$ cat config.mk
export PLATFORM = sky130hd
export DESIGN_NAME = lcd_driver
export DESIGN_NICKNAME = d
export VERILOG_FILES = /design/src/rtl/lcd_driver.sv
export SDC_FILE = /design/constraint.sdc
export NUM_CORES = 1
export LEC_CHECK = 0
export CORE_AREA = 2 2 65 67
export DETAILED_ROUTE_END_ITERATION = 10
export DIE_AREA = 0 0 67 69
export GPL_TIMING_DRIVEN = 0
export PLACE_DENSITY = 0.87
export SETUP_SLACK_MARGIN = 0.05
export SLEW_MARGIN = 10
export SYNTH_ARGS = -nofsm -noshare
export SYNTH_HDL_FRONTEND = slang
export SYNTH_SLANG_ARGS = --single-unit
$ cat constraint.sdc
create_clock -name clk -period 4.6 [get_ports clk]
set_input_delay 1.38 -clock clk [delete_from_list [all_inputs] [get_ports clk]]
set_output_delay 1.38 -clock clk [all_outputs]
set_load 0.01 [all_outputs]
$ cat src/rtl/lcd_driver.sv
// lcd_driver: HD44780-compatible 8-bit write-only LCD controller with power-on init and counted timing.
// Define LCD_AUTOWRAP_EN to track the cursor and insert line-change commands when a line fills.
module lcd_driver #(
  parameter int POR_CYCLES   = 540000,
  parameter int EN_CYCLES    = 12,
  parameter int EXEC_CYCLES  = 1200,
  parameter int CLEAR_CYCLES = 50000
) (
  input  logic       clk,
  input  logic       rst,
  input  logic       char_valid,
  input  logic [7:0] char_data,
  input  logic       char_is_cmd,
  output logic       char_ready,
  output logic       init_done,
  output logic [7:0] lcd_data,
  output logic       lcd_en,
  output logic       lcd_rw,
  output logic       lcd_rs
);

  localparam int MAX_A      = (POR_CYCLES > EN_CYCLES) ? POR_CYCLES : EN_CYCLES;
  localparam int MAX_B      = (EXEC_CYCLES > CLEAR_CYCLES) ? EXEC_CYCLES : CLEAR_CYCLES;
  localparam int MAX_CYCLES = (MAX_A > MAX_B) ? MAX_A : MAX_B;
  localparam int CW         = $clog2(MAX_CYCLES) + 1;

  localparam logic [CW-1:0] CNT_ONE    = CW'(1);
  localparam logic [CW-1:0] POR_LOAD   = CW'(POR_CYCLES);
  localparam logic [CW-1:0] EN_LOAD    = CW'(EN_CYCLES);
  localparam logic [CW-1:0] EXEC_LOAD  = CW'(EXEC_CYCLES);
  localparam logic [CW-1:0] CLEAR_LOAD = CW'(CLEAR_CYCLES);

  typedef enum logic [2:0] {
    POR_WAIT,
    INIT,
    IDLE,
    SETUP,
    EN_HI,
    EXEC_WAIT,
    WRAP_SETUP
  } state_t;

  function automatic logic [7:0] init_rom(input logic [1:0] idx);
    logic [7:0] b;
    case (idx)
      2'd0:    b = 8'h38;
      2'd1:    b = 8'h0C;
      2'd2:    b = 8'h01;
      default: b = 8'h06;
    endcase
    return b;
  endfunction

  // Clear (0x01) and home (0x02/0x03) need the long execution wait.
  function automatic logic is_slow_cmd(input logic rs, input logic [7:0] d);
    return !rs && (d[7:2] == 6'd0) && (d[1:0] != 2'd0);
  endfunction

  state_t        state_q, state_d;
  logic [CW-1:0] cnt_q, cnt_d;
  logic [7:0]    data_q, data_d;
  logic          rs_q, rs_d;
  logic [1:0]    init_idx_q, init_idx_d;
  logic          init_done_q, init_done_d;
  logic          ready_int;

`ifdef LCD_AUTOWRAP_EN
  logic [3:0]    col_q, col_d;
  logic          line_q, line_d;
  logic          wrap_pend_q, wrap_pend_d;
`endif

  assign ready_int = (state_q == IDLE) && init_done_q;

  always_comb begin
    state_d     = state_q;
    cnt_d       = cnt_q;
    data_d      = data_q;
    rs_d        = rs_q;
    init_idx_d  = init_idx_q;
    init_done_d = init_done_q;
`ifdef LCD_AUTOWRAP_EN
    col_d       = col_q;
    line_d      = line_q;
    wrap_pend_d = wrap_pend_q;
`endif
    case (state_q)
      POR_WAIT: begin
        if (cnt_q == CNT_ONE) begin
          state_d = INIT;
        end else begin
          cnt_d = cnt_q - CNT_ONE;
        end
      end
      INIT: begin
        data_d  = init_rom(init_idx_q);
        rs_d    = 1'b0;
        state_d = SETUP;
      end
      IDLE: begin
        if (char_valid && ready_int) begin
          data_d  = char_data;
          rs_d    = !char_is_cmd;
          state_d = SETUP;
`ifdef LCD_AUTOWRAP_EN
          if (!char_is_cmd) begin
            col_d = col_q + 4'd1;
            if (col_q == 4'hF) begin
              wrap_pend_d = 1'b1;
            end
          end else if (is_slow_cmd(1'b0, char_data)) begin
            col_d  = 4'd0;
            line_d = 1'b0;
          end else if (char_data[7]) begin
            line_d = char_data[6];
            col_d  = char_data[3:0];
          end
`endif
        end
      end
      SETUP, WRAP_SETUP: begin
        cnt_d   = EN_LOAD;
        state_d = EN_HI;
      end
      EN_HI: begin
        if (cnt_q == CNT_ONE) begin
          cnt_d   = is_slow_cmd(rs_q, data_q) ? CLEAR_LOAD : EXEC_LOAD;
          state_d = EXEC_WAIT;
        end else begin
          cnt_d = cnt_q - CNT_ONE;
        end
      end
      EXEC_WAIT: begin
        if (cnt_q == CNT_ONE) begin
          if (!init_done_q) begin
            if (init_idx_q == 2'd3) begin
              init_done_d = 1'b1;
              state_d     = IDLE;
            end else begin
              init_idx_d = init_idx_q + 2'd1;
              state_d    = INIT;
            end
          end else begin
            state_d = IDLE;
`ifdef LCD_AUTOWRAP_EN
            // Line just filled: move the LCD cursor to the start of the other line.
            if (wrap_pend_q) begin
              wrap_pend_d = 1'b0;
              data_d      = line_q ? 8'h80 : 8'hC0;
              rs_d        = 1'b0;
              line_d      = ~line_q;
              state_d     = WRAP_SETUP;
            end
`endif
          end
        end else begin
          cnt_d = cnt_q - CNT_ONE;
        end
      end
      default: begin
        state_d = POR_WAIT;
        cnt_d   = POR_LOAD;
      end
    endcase
  end

  always_ff @(posedge clk or posedge rst) begin
    if (rst) begin
      state_q     <= POR_WAIT;
      cnt_q       <= POR_LOAD;
      data_q      <= 8'd0;
      rs_q        <= 1'b0;
      init_idx_q  <= 2'd0;
      init_done_q <= 1'b0;
`ifdef LCD_AUTOWRAP_EN
      col_q       <= 4'd0;
      line_q      <= 1'b0;
      wrap_pend_q <= 1'b0;
`endif
    end else begin
      state_q     <= state_d;
      cnt_q       <= cnt_d;
      data_q      <= data_d;
      rs_q        <= rs_d;
      init_idx_q  <= init_idx_d;
      init_done_q <= init_done_d;
`ifdef LCD_AUTOWRAP_EN
      col_q       <= col_d;
      line_q      <= line_d;
      wrap_pend_q <= wrap_pend_d;
`endif
    end
  end

  // Enable is decoded straight from the state flop so reset drops it without waiting for a clock.
  assign lcd_en     = (state_q == EN_HI);
  assign lcd_rw     = 1'b0;
  assign lcd_rs     = rs_q;
  assign lcd_data   = data_q;
  assign init_done  = init_done_q;
  assign char_ready = ready_int;

endmodule

==> reports/summary.md, run 1 <==
* sky130_fd_sc_hd__clkdlybuf4s50_1 — critical path's slowest cell
* 3910 sq um — core box area
* 12.3% — fraction of final layout cells sized beyond drive strength 1
* 6.21 — via density per instance
* output port — endpoint kind of the worst setup timing path
* 59.6% — effective utilization at floorplan
* 0 — count of max-cap constraint violations
* sky130_fd_sc_hd__dfrtp_1, sky130_fd_sc_hd__dfstp_2, sky130_fd_sc_hd__nand2_1 — cell types with the largest area share after synthesis
* 0 — number of endpoints failing setup at the final stage
* 163 uV — maximum vdd drop
* 37 — pin count of the biggest net entering global routing
* flip-flop to flip-flop — worst min-delay path class
* 275 MHz — timing-limited maximum frequency
* 0% — multiplexer share of the synthesized area
* 8.39 sq um — mean instance size in the synthesized netlist
* 5 — CTS buffer count
* 5.72 mm — total detailed-routing wirelength
* 10 — maximum fanout encountered on the critical timing path
* 30.0% — top cell type's share of synthesized area
* 4.21 mm — half-perimeter wire length after placement
* 0.546 mW — Tot Pwr
* sky130_fd_sc_hd__dfrtp_1 — cell type contributing the most total cell area after synthesis
* 0 — overflow left after global routing
* 36 — #FFs+latches synth
* 0 ns — setup_tns
* 0 — Resized Gates After CTS
* 9.69 mm — wire length of the first global-routing pass
* 211 — number of violations reported at the end of detailed-routing iteration 0
* 0.935 — weighted congestion reported at the end of routability-driven placement
* 16.0% — area grow syn2layout
* 49.4% — worst slew slack as a fraction of its limit
* 0 — Final Hold Violating Endpoints
* 911 sq um — register area
* sky130_fd_sc_hd__clkbuf_1 — Most common cell on crit path
* 2230 — via count
* 67 um — die span in x
* 100% — Post-synth ARST share
* 5 — DRT Pass-1 Iters
* 1.34 ns — setup slack after placement
* 3.63 ns — post-route minimum period
* 296 — Synth Net Count
* 351 — Cells after DPL
* 31.6% — fraction of the mapped netlist area in simple logic gates
* 3.65% — synthesized-area fraction occupied by adder cells
* 0 — Hold Buf Count CTS
* 318 — fillers
* finished clean — outcome
* 359 — Cell Count, Final, Fillers Out
* 1.04 nW — Leakage Power
* 0.966 ns — worst path setup slack after routing
* 0 — number of pins with negative max-slew slack in the final report
* 69 um — vertical die dimension
* 3.22 ns — required time at the worst-slack endpoint
* 0.54 ns — Slowest Stage Delay on Critical Path
* 0.00577 ns — setup skew after layout
* 23 — FP Rows
* 1340 sq um — area of the multi-input gates
* 0 — count of yosys warnings during synthesis
* 3 — sum of buffers and inverters on the critical path
* 25 — count of boundary I/O pins
* 2 — buffer levels on the longest clock path
* 2057 — number of global-route vias before repair
* 4620 sq um — floorplan die area
* 2330 sq um — netlist area before placement
* 0 — antenna cell count
* 79.0% — final cycle utilization of the critical path
* no — RSZ-0062 raised after global routing
* buffers and inverters — cell family contributing the most delay on the critical path
* 36 — Clock Sinks
* 0 — DRC violation count after routing
* clkbuf_1 > clkbuf_1 > and3_1 > clkdlybuf4s50_1 — sequence of cells on the critical path
* 0 — ANT nets after route
* 15.9 um — DR WL/cell
* sky130_fd_sc_hd__dfrtp_1 — most instantiated flip-flop cell in the synthesis netlist
* 39.0% — sequential element share of the synthesized area
* 2 — H-tree levels
* 278 — number of instances in the synthesized netlist
* 23 — number of input and output port buffers inserted
* 2710 sq um — cell area after layout
* flip-flop to output port — Setup Crit Path Kind
* 58 — Netlist cell types
* 0.28 ns — clock latency on the worst-skew pair
* 326 — net total in the final layout
* 2.25 ns — Arrival @ worst endpoint
* 0.07 ns — clock slew at reported path FFs
* sky130_fd_sc_hd__clkbuf_8 — Clock Tree Root
* simple AND/OR/NAND/NOR gates — combinational family with the most area after synthesis
* 0 — number of flops mapped to enable cells by yosys
* 0.757 ns — Worst Max-Slew Pin Slew
* 2630 sq um — placed inst area
* 0.751% — Synth Area in XOR/XNOR
* 0 — total setup buffers inserted after CTS
* flip-flop — kind of start point of the critical path
* done — CTS tree
* 27.0% — global-route total usage across every layer
* 202 nW/um^2 — Pwr Density
* 21.2% — fraction of the mapped netlist area in compound gates
* 0 — number of antenna violations at the first check in global routing
-- cells in the mapped netlist, types with 4 or more instances --
cell and number:
sky130_fd_sc_hd__inv_1 9, sky130_fd_sc_hd__nand2b_1 4, sky130_fd_sc_hd__a21oi_1 18, sky130_fd_sc_hd__o31ai_1 5
sky130_fd_sc_hd__nand3_1 8, sky130_fd_sc_hd__ha_1 6, sky130_fd_sc_hd__clkbuf_1 4, sky130_fd_sc_hd__nor4_1 5
sky130_fd_sc_hd__a21o_1 4, sky130_fd_sc_hd__nor3_1 13, sky130_fd_sc_hd__nor3_2 5, sky130_fd_sc_hd__nand2_1 39
sky130_fd_sc_hd__dfstp_2 8, sky130_fd_sc_hd__o21ai_1 9, sky130_fd_sc_hd__o21ai_0 16, sky130_fd_sc_hd__nor2_1 30
sky130_fd_sc_hd__dfrtp_1 28, sky130_fd_sc_hd__nand4_1 4, sky130_fd_sc_hd__and3_1 6
-- cell usage in the layout (no fill, tap or decap), types with 6 or more instances in the layout --
cell,n
sky130_fd_sc_hd__a21oi_1,18
sky130_fd_sc_hd__and3_1,6
sky130_fd_sc_hd__clkbuf_1,6
sky130_fd_sc_hd__clkdlybuf4s50_1,23
sky130_fd_sc_hd__dfrtp_1,28
sky130_fd_sc_hd__dfstp_2,8
sky130_fd_sc_hd__ha_1,6
sky130_fd_sc_hd__inv_1,8
sky130_fd_sc_hd__nand2_1,39
sky130_fd_sc_hd__nand3_1,8
sky130_fd_sc_hd__nor2_1,30
sky130_fd_sc_hd__nor3_1,13
sky130_fd_sc_hd__o21ai_0,16
sky130_fd_sc_hd__o21ai_1,9
-- final timing paths --
| kind | start | endpoint | slack [ns] | cells past startpoint |
|---|---|---|---|---|
| worst max-delay path | state_q[1] | char_ready | 0.97 | 4 |
| worst min-delay path | cnt_q[20] | cnt_q[20] | 0.49 | 1 |
| worst max register to register | cnt_q[12] | cnt_q[14] | 2.44 | 7 |
| worst min register to register | cnt_q[20] | cnt_q[20] | 0.49 | 1 |
| max in group asynchronous | rst | state_q[0] | 2.56 | 2 |
| min in group asynchronous | rst | lcd_data[0] | 1.55 | 2 |
-- metrics by stage --
| stage | utilization [%] | hold WS (ns) |
|---|---|---|
| 2_1_floorplan | - | 0.449 |
| 3_3_place_gp | 67.1 | 0.467 |
| 3_5_place_dp | 67.1 | 0.483 |
| 4_1_cts | 69.2 | 0.494 |
| 5_1_grt | 69.2 | 0.518 |
| 6_report | 69.2 | 0.489 |
-- area by class of cell --
| class | count | area share, % |
|---|---|---|
| timing repair buffer | 23 | 8.50 |
| clock inverter | 1 | 0.185 |
| sequential | 36 | 33.6 |
| clock buffer | 7 | 2.82 |
| multi-input combinational | 223 | 49.4 |
| tap | 50 | 2.31 |
| buffer | 9 | 1.76 |
| inverter | 10 | 1.39 |
-- logic make-up after synthesis --
kind of cell | Yosys count
simple gates | 136
compound gates | 77
flops | 36
buf+inv | 19
fa+ha+maj | 7
xor+xnor | 2
other cells | 1
-- registers in the layout, indices dropped and copies added (netlist names) --
register	flops
cnt_q	21
init_done	1
init_idx_q	2
lcd_data	8
lcd_rs	1
state_q	3
-- layer usage --
metal / global-route usage [%] / routed length, um / share of wire (%) / up-vias
met5: 0 / 0 / 0 / -
met4: 7.71 / 84 / 1.5 / 0
met3: 4.89 / 407 / 7.1 / 11
met2: 40.9 / 2720 / 48 / 105
met1: 39.2 / 2510 / 44 / 1036
li1: - / - / - / 1078
-- power breakdown --
group          internal (mW)  switching, mW  leakage, nW
Sequential             0.317              0        0.403
Clock                  0.106          0.107       0.0422
Combinational        0.00876        0.00786        0.595
Total                  0.432          0.114         1.04
No activity file was read; power rests on OpenSTA's default activity.
==> run 2, diff against run 1 <==
--- a/config.mk
+++ b/config.mk
@@ -5,11 +5,11 @@
 export SDC_FILE = /design/constraint.sdc
 export NUM_CORES = 1
 export LEC_CHECK = 0
-export CORE_AREA = 2 2 65 67
+export CORE_AREA = 2 2 71 73
 export DETAILED_ROUTE_END_ITERATION = 10
-export DIE_AREA = 0 0 67 69
+export DIE_AREA = 0 0 73 75
 export GPL_TIMING_DRIVEN = 0
-export PLACE_DENSITY = 0.87
+export PLACE_DENSITY = 0.77
 export SETUP_SLACK_MARGIN = 0.05
 export SLEW_MARGIN = 10
 export SYNTH_ARGS = -nofsm -noshare
==> constraint.sdc (replaced) <==
create_clock -name clk -period 3.05 [get_ports clk]
set_input_delay 0.915 -clock clk [delete_from_list [all_inputs] [get_ports clk]]
set_output_delay 0.915 -clock clk [all_outputs]
set_load 0.01 [all_outputs]
==> run 2 against run 1 <==
  * Sequential share of layout area decreased by 0.26 points
  * Register-to-register slack got worse by 1.7 ns
  * Core utilization decreased by 11 points
  * Combinational power increased by 48%
  * First-iteration DRC count increased by 41%
  * Wire length increased by 3.0%
  * Clock skew decreased by 0.0029 ns
  * Largest cell class unchanged
  * Via count decreased by 0.67%
  * Sequential power increased by 51%
  * Cell count increased by 1.1%
==> reports/summary.md, run 2 (same netlist as run 1, synthesis figures left out) <==
* 10.0 mm — wire length of the first global-routing pass, +3.5%
* 10 — maximum fanout encountered on the critical timing path, unchanged
* cnt_q[10] — terminating pin of the worst hold path
* cnt_q[12] — Reg-to-Reg Start
* 345 MHz — timing-limited maximum frequency
* output port — endpoint kind of the worst setup timing path
* 5.90 mm — total detailed-routing wirelength, +3.0%
* 314 nW/um^2 — Pwr Density, +56%
* flip-flop to flip-flop — worst min-delay path class
* flip-flop to output port — Setup Crit Path Kind
* sky130_fd_sc_hd__nand2_1 — most common cell after layout, fill and taps aside
* cnt_q — Largest Register
* 354 um — sum of met3 wire segment lengths after detailed routing, -13%
* 21 — max reg flops, unchanged
* buffers and inverters — cell family contributing the most delay on the critical path
* sky130_fd_sc_hd__clkdlybuf4s50_1 — critical path's slowest cell
* sky130_fd_sc_hd__clkbuf_2 — Most common cell on crit path
* 2 — hold-critical path depth, +1
* met4 — uppermost signal routing layer after detailed routing
* done — CTS tree
* 95.1% — final cycle utilization of the critical path
* 4 — instance count on the critical path, unchanged
* 16.9% — area grow syn2layout
* 2630 sq um — placed inst area, +0.19%
* 0 — count of max-cap constraint violations, unchanged
* 5 — CTS buffer count, unchanged
* finished clean — outcome
* 2.71 mm — wire length the detailed router placed on met1, +8.1%
* 1.06 nW — Leakage Power, +1.6%
* 2.90 ns — post-route minimum period
* 4 — DRT Pass-1 Iters, -1
* 2 — H-tree levels, unchanged
* 0.747 ns — Worst Max-Slew Pin Slew, -0.0104 ns
* 0 — antenna cell count, unchanged
* 23 — number of input and output port buffers inserted, unchanged
* 0 — DRC violation count after routing, unchanged
* 4660 sq um — core box area, +19%
* 0 — total setup buffers inserted after CTS, unchanged
* 0 — overflow left after global routing, unchanged
* 2215 — via count, -0.67%
* 6.10 — via density per instance, -1.8%
* 5480 sq um — floorplan die area, +18%
* 2115 — number of global-route vias before repair, +2.8%
* 0 — ANT nets after route, unchanged
* 431 — fillers, +36%
* cnt_q[10] — start point of the worst min-delay path
* 25 — FP Rows, +8.7%
* 0 ns — setup_tns, unchanged
* 0.78 ns — FF-to-FF setup slack, -1.66 ns
* 7 — Reg2Reg Depth, unchanged
* 0.29 ns — clock latency on the worst-skew pair, about the same
* cnt_q[9] — Crit Reg-Reg Endpoint
* 50.1% — effective utilization at floorplan, -9.6 points
* 2.13 ns — required time at the worst-slack endpoint, -1.09 ns
* 36 — Clock Sinks, unchanged
* 911 sq um — register area, unchanged
* 298 — number of violations reported at the end of detailed-routing iteration 0, +41%
* 0.877 — weighted congestion reported at the end of routability-driven placement, -6.2%
* 3 — sum of buffers and inverters on the critical path, unchanged
* 0 — number of endpoints failing setup at the final stage, unchanged
* 2 — buffer levels on the longest clock path, unchanged
* 1.99 ns — Arrival @ worst endpoint, -0.26 ns
* no — RSZ-0062 raised after global routing
* clkbuf_2 > clkbuf_2 > and3_1 > clkdlybuf4s50_1 — sequence of cells on the critical path
* 25 — count of boundary I/O pins, unchanged
* 2730 sq um — cell area after layout, +0.79%
* 0 — number of antenna violations at the first check in global routing, unchanged
* 16.2 um — DR WL/cell, +1.9%
* sky130_fd_sc_hd__nand2_1, sky130_fd_sc_hd__nor2_1, sky130_fd_sc_hd__dfrtp_1 — most used cells in the layout excluding fill and tap cells
* 4.26 mm — half-perimeter wire length after placement, +1.3%
* 0.00288 ns — setup skew after layout, -0.00289 ns
* 0.07 ns — clock slew at reported path FFs, about the same
* sky130_fd_sc_hd__clkbuf_8 — Clock Tree Root
* 187 uV — maximum vdd drop, +15%
* 0 — Hold Buf Count CTS, unchanged
* 2.72 mm — Detail Route met2 WL, -0.26%
* 75 um — vertical die dimension, +8.7%
* 0.54 ns — Slowest Stage Delay on Critical Path, about the same
* 1340 sq um — area of the multi-input gates, +0.19%
* 24.0% — global-route total usage across every layer, -3.0 points
* 13.9% — fraction of final layout cells sized beyond drive strength 1, +1.6 points
* 0 — Final Hold Violating Endpoints, unchanged
* 50.2% — worst slew slack as a fraction of its limit, +0.77 points
* 326 — net total in the final layout, unchanged
* 37 — pin count of the biggest net entering global routing, unchanged
* flip-flop — kind of start point of the critical path
* 73 um — die span in x, +9.0%
* 0 — number of pins with negative max-slew slack in the final report, unchanged
[run 2: cell count changes in the layout (fill, tap and decap cells not counted), sizes merged]
| cell | before | now |
|---|---|---|
| clkbuf | 11 | 10 |
| clkinv | 1 | 2 |
[run 2: per-stage QoR]
stage / cells / hold WS [ns] / util [%] / power, mW / worst slack [ns]
6_report: 363 / 0.477 / 58.6 / 0.858 / 0.148
5_1_grt: 363 / 0.491 / 58.6 / 0.884 / 0.0523
4_1_cts: 363 / 0.477 / 58.5 / 0.865 / 0.104
3_5_place_dp: 355 / 0.467 / 56.5 / 0.512 / 0.204
3_3_place_gp: 355 / 0.461 / 56.5 / 0.512 / 0.199
2_1_floorplan: 278 / 0.449 / - / 0.495 / 0.984
[run 2: how the worst max path moves through the flow]
stage | from | to | slack [ns]
after floorplan | state_q[1] | char_ready | 0.98
after global placement | state_q[1] | char_ready | 0.20
after detailed placement | state_q[1] | char_ready | 0.20
after CTS | state_q[2] | char_ready | 0.10
after global routing | state_q[1] | char_ready | 0.05
final | state_q[1] | char_ready | 0.15
[run 2: area by class of cell]
class                      count  share of cell area, %
buffer                         9                   1.83
clock buffer                   6                   3.03
clock inverter                 2                  0.367
inverter                      10                   1.38
multi-input combinational    223                   49.1
sequential                    36                   33.4
tap                           54                   2.48
timing repair buffer          23                   8.44
[run 2: worst register-to-register path, stage by stage (launching register included)]
cell and delay, ns:
sky130_fd_sc_hd__dfstp_2 0.36, sky130_fd_sc_hd__buf_2 0.17, sky130_fd_sc_hd__nor4_4 0.39, sky130_fd_sc_hd__nand3_1 0.24, sky130_fd_sc_hd__nor2_2 0.39, sky130_fd_sc_hd__o21ai_1 0.12, sky130_fd_sc_hd__a21oi_1 0.33, sky130_fd_sc_hd__o32ai_2 0.14
[run 2: timing repair]
| item | CTS | global route |
|---|---|---|
| gates resized for setup | 2 | 1 |
| cloned | 0 | 0 |
| setup endpoints to repair | 2 | 1 |
[run 2: per-layer routing]
layer	track usage, %	vias to the layer above
li1	-	1075
met1	34.0	1043
met2	36.9	84
met3	4.82	13
met4	8.02	0
met5	0	-
[run 2: power by group]
part           leakage (nW)  switching (mW)  total, mW  internal, mW
Sequential            0.403               0      0.478         0.478
Clock                0.0510           0.175      0.355         0.180
Combinational         0.603          0.0114     0.0246        0.0132
Total                  1.06           0.187      0.858         0.671
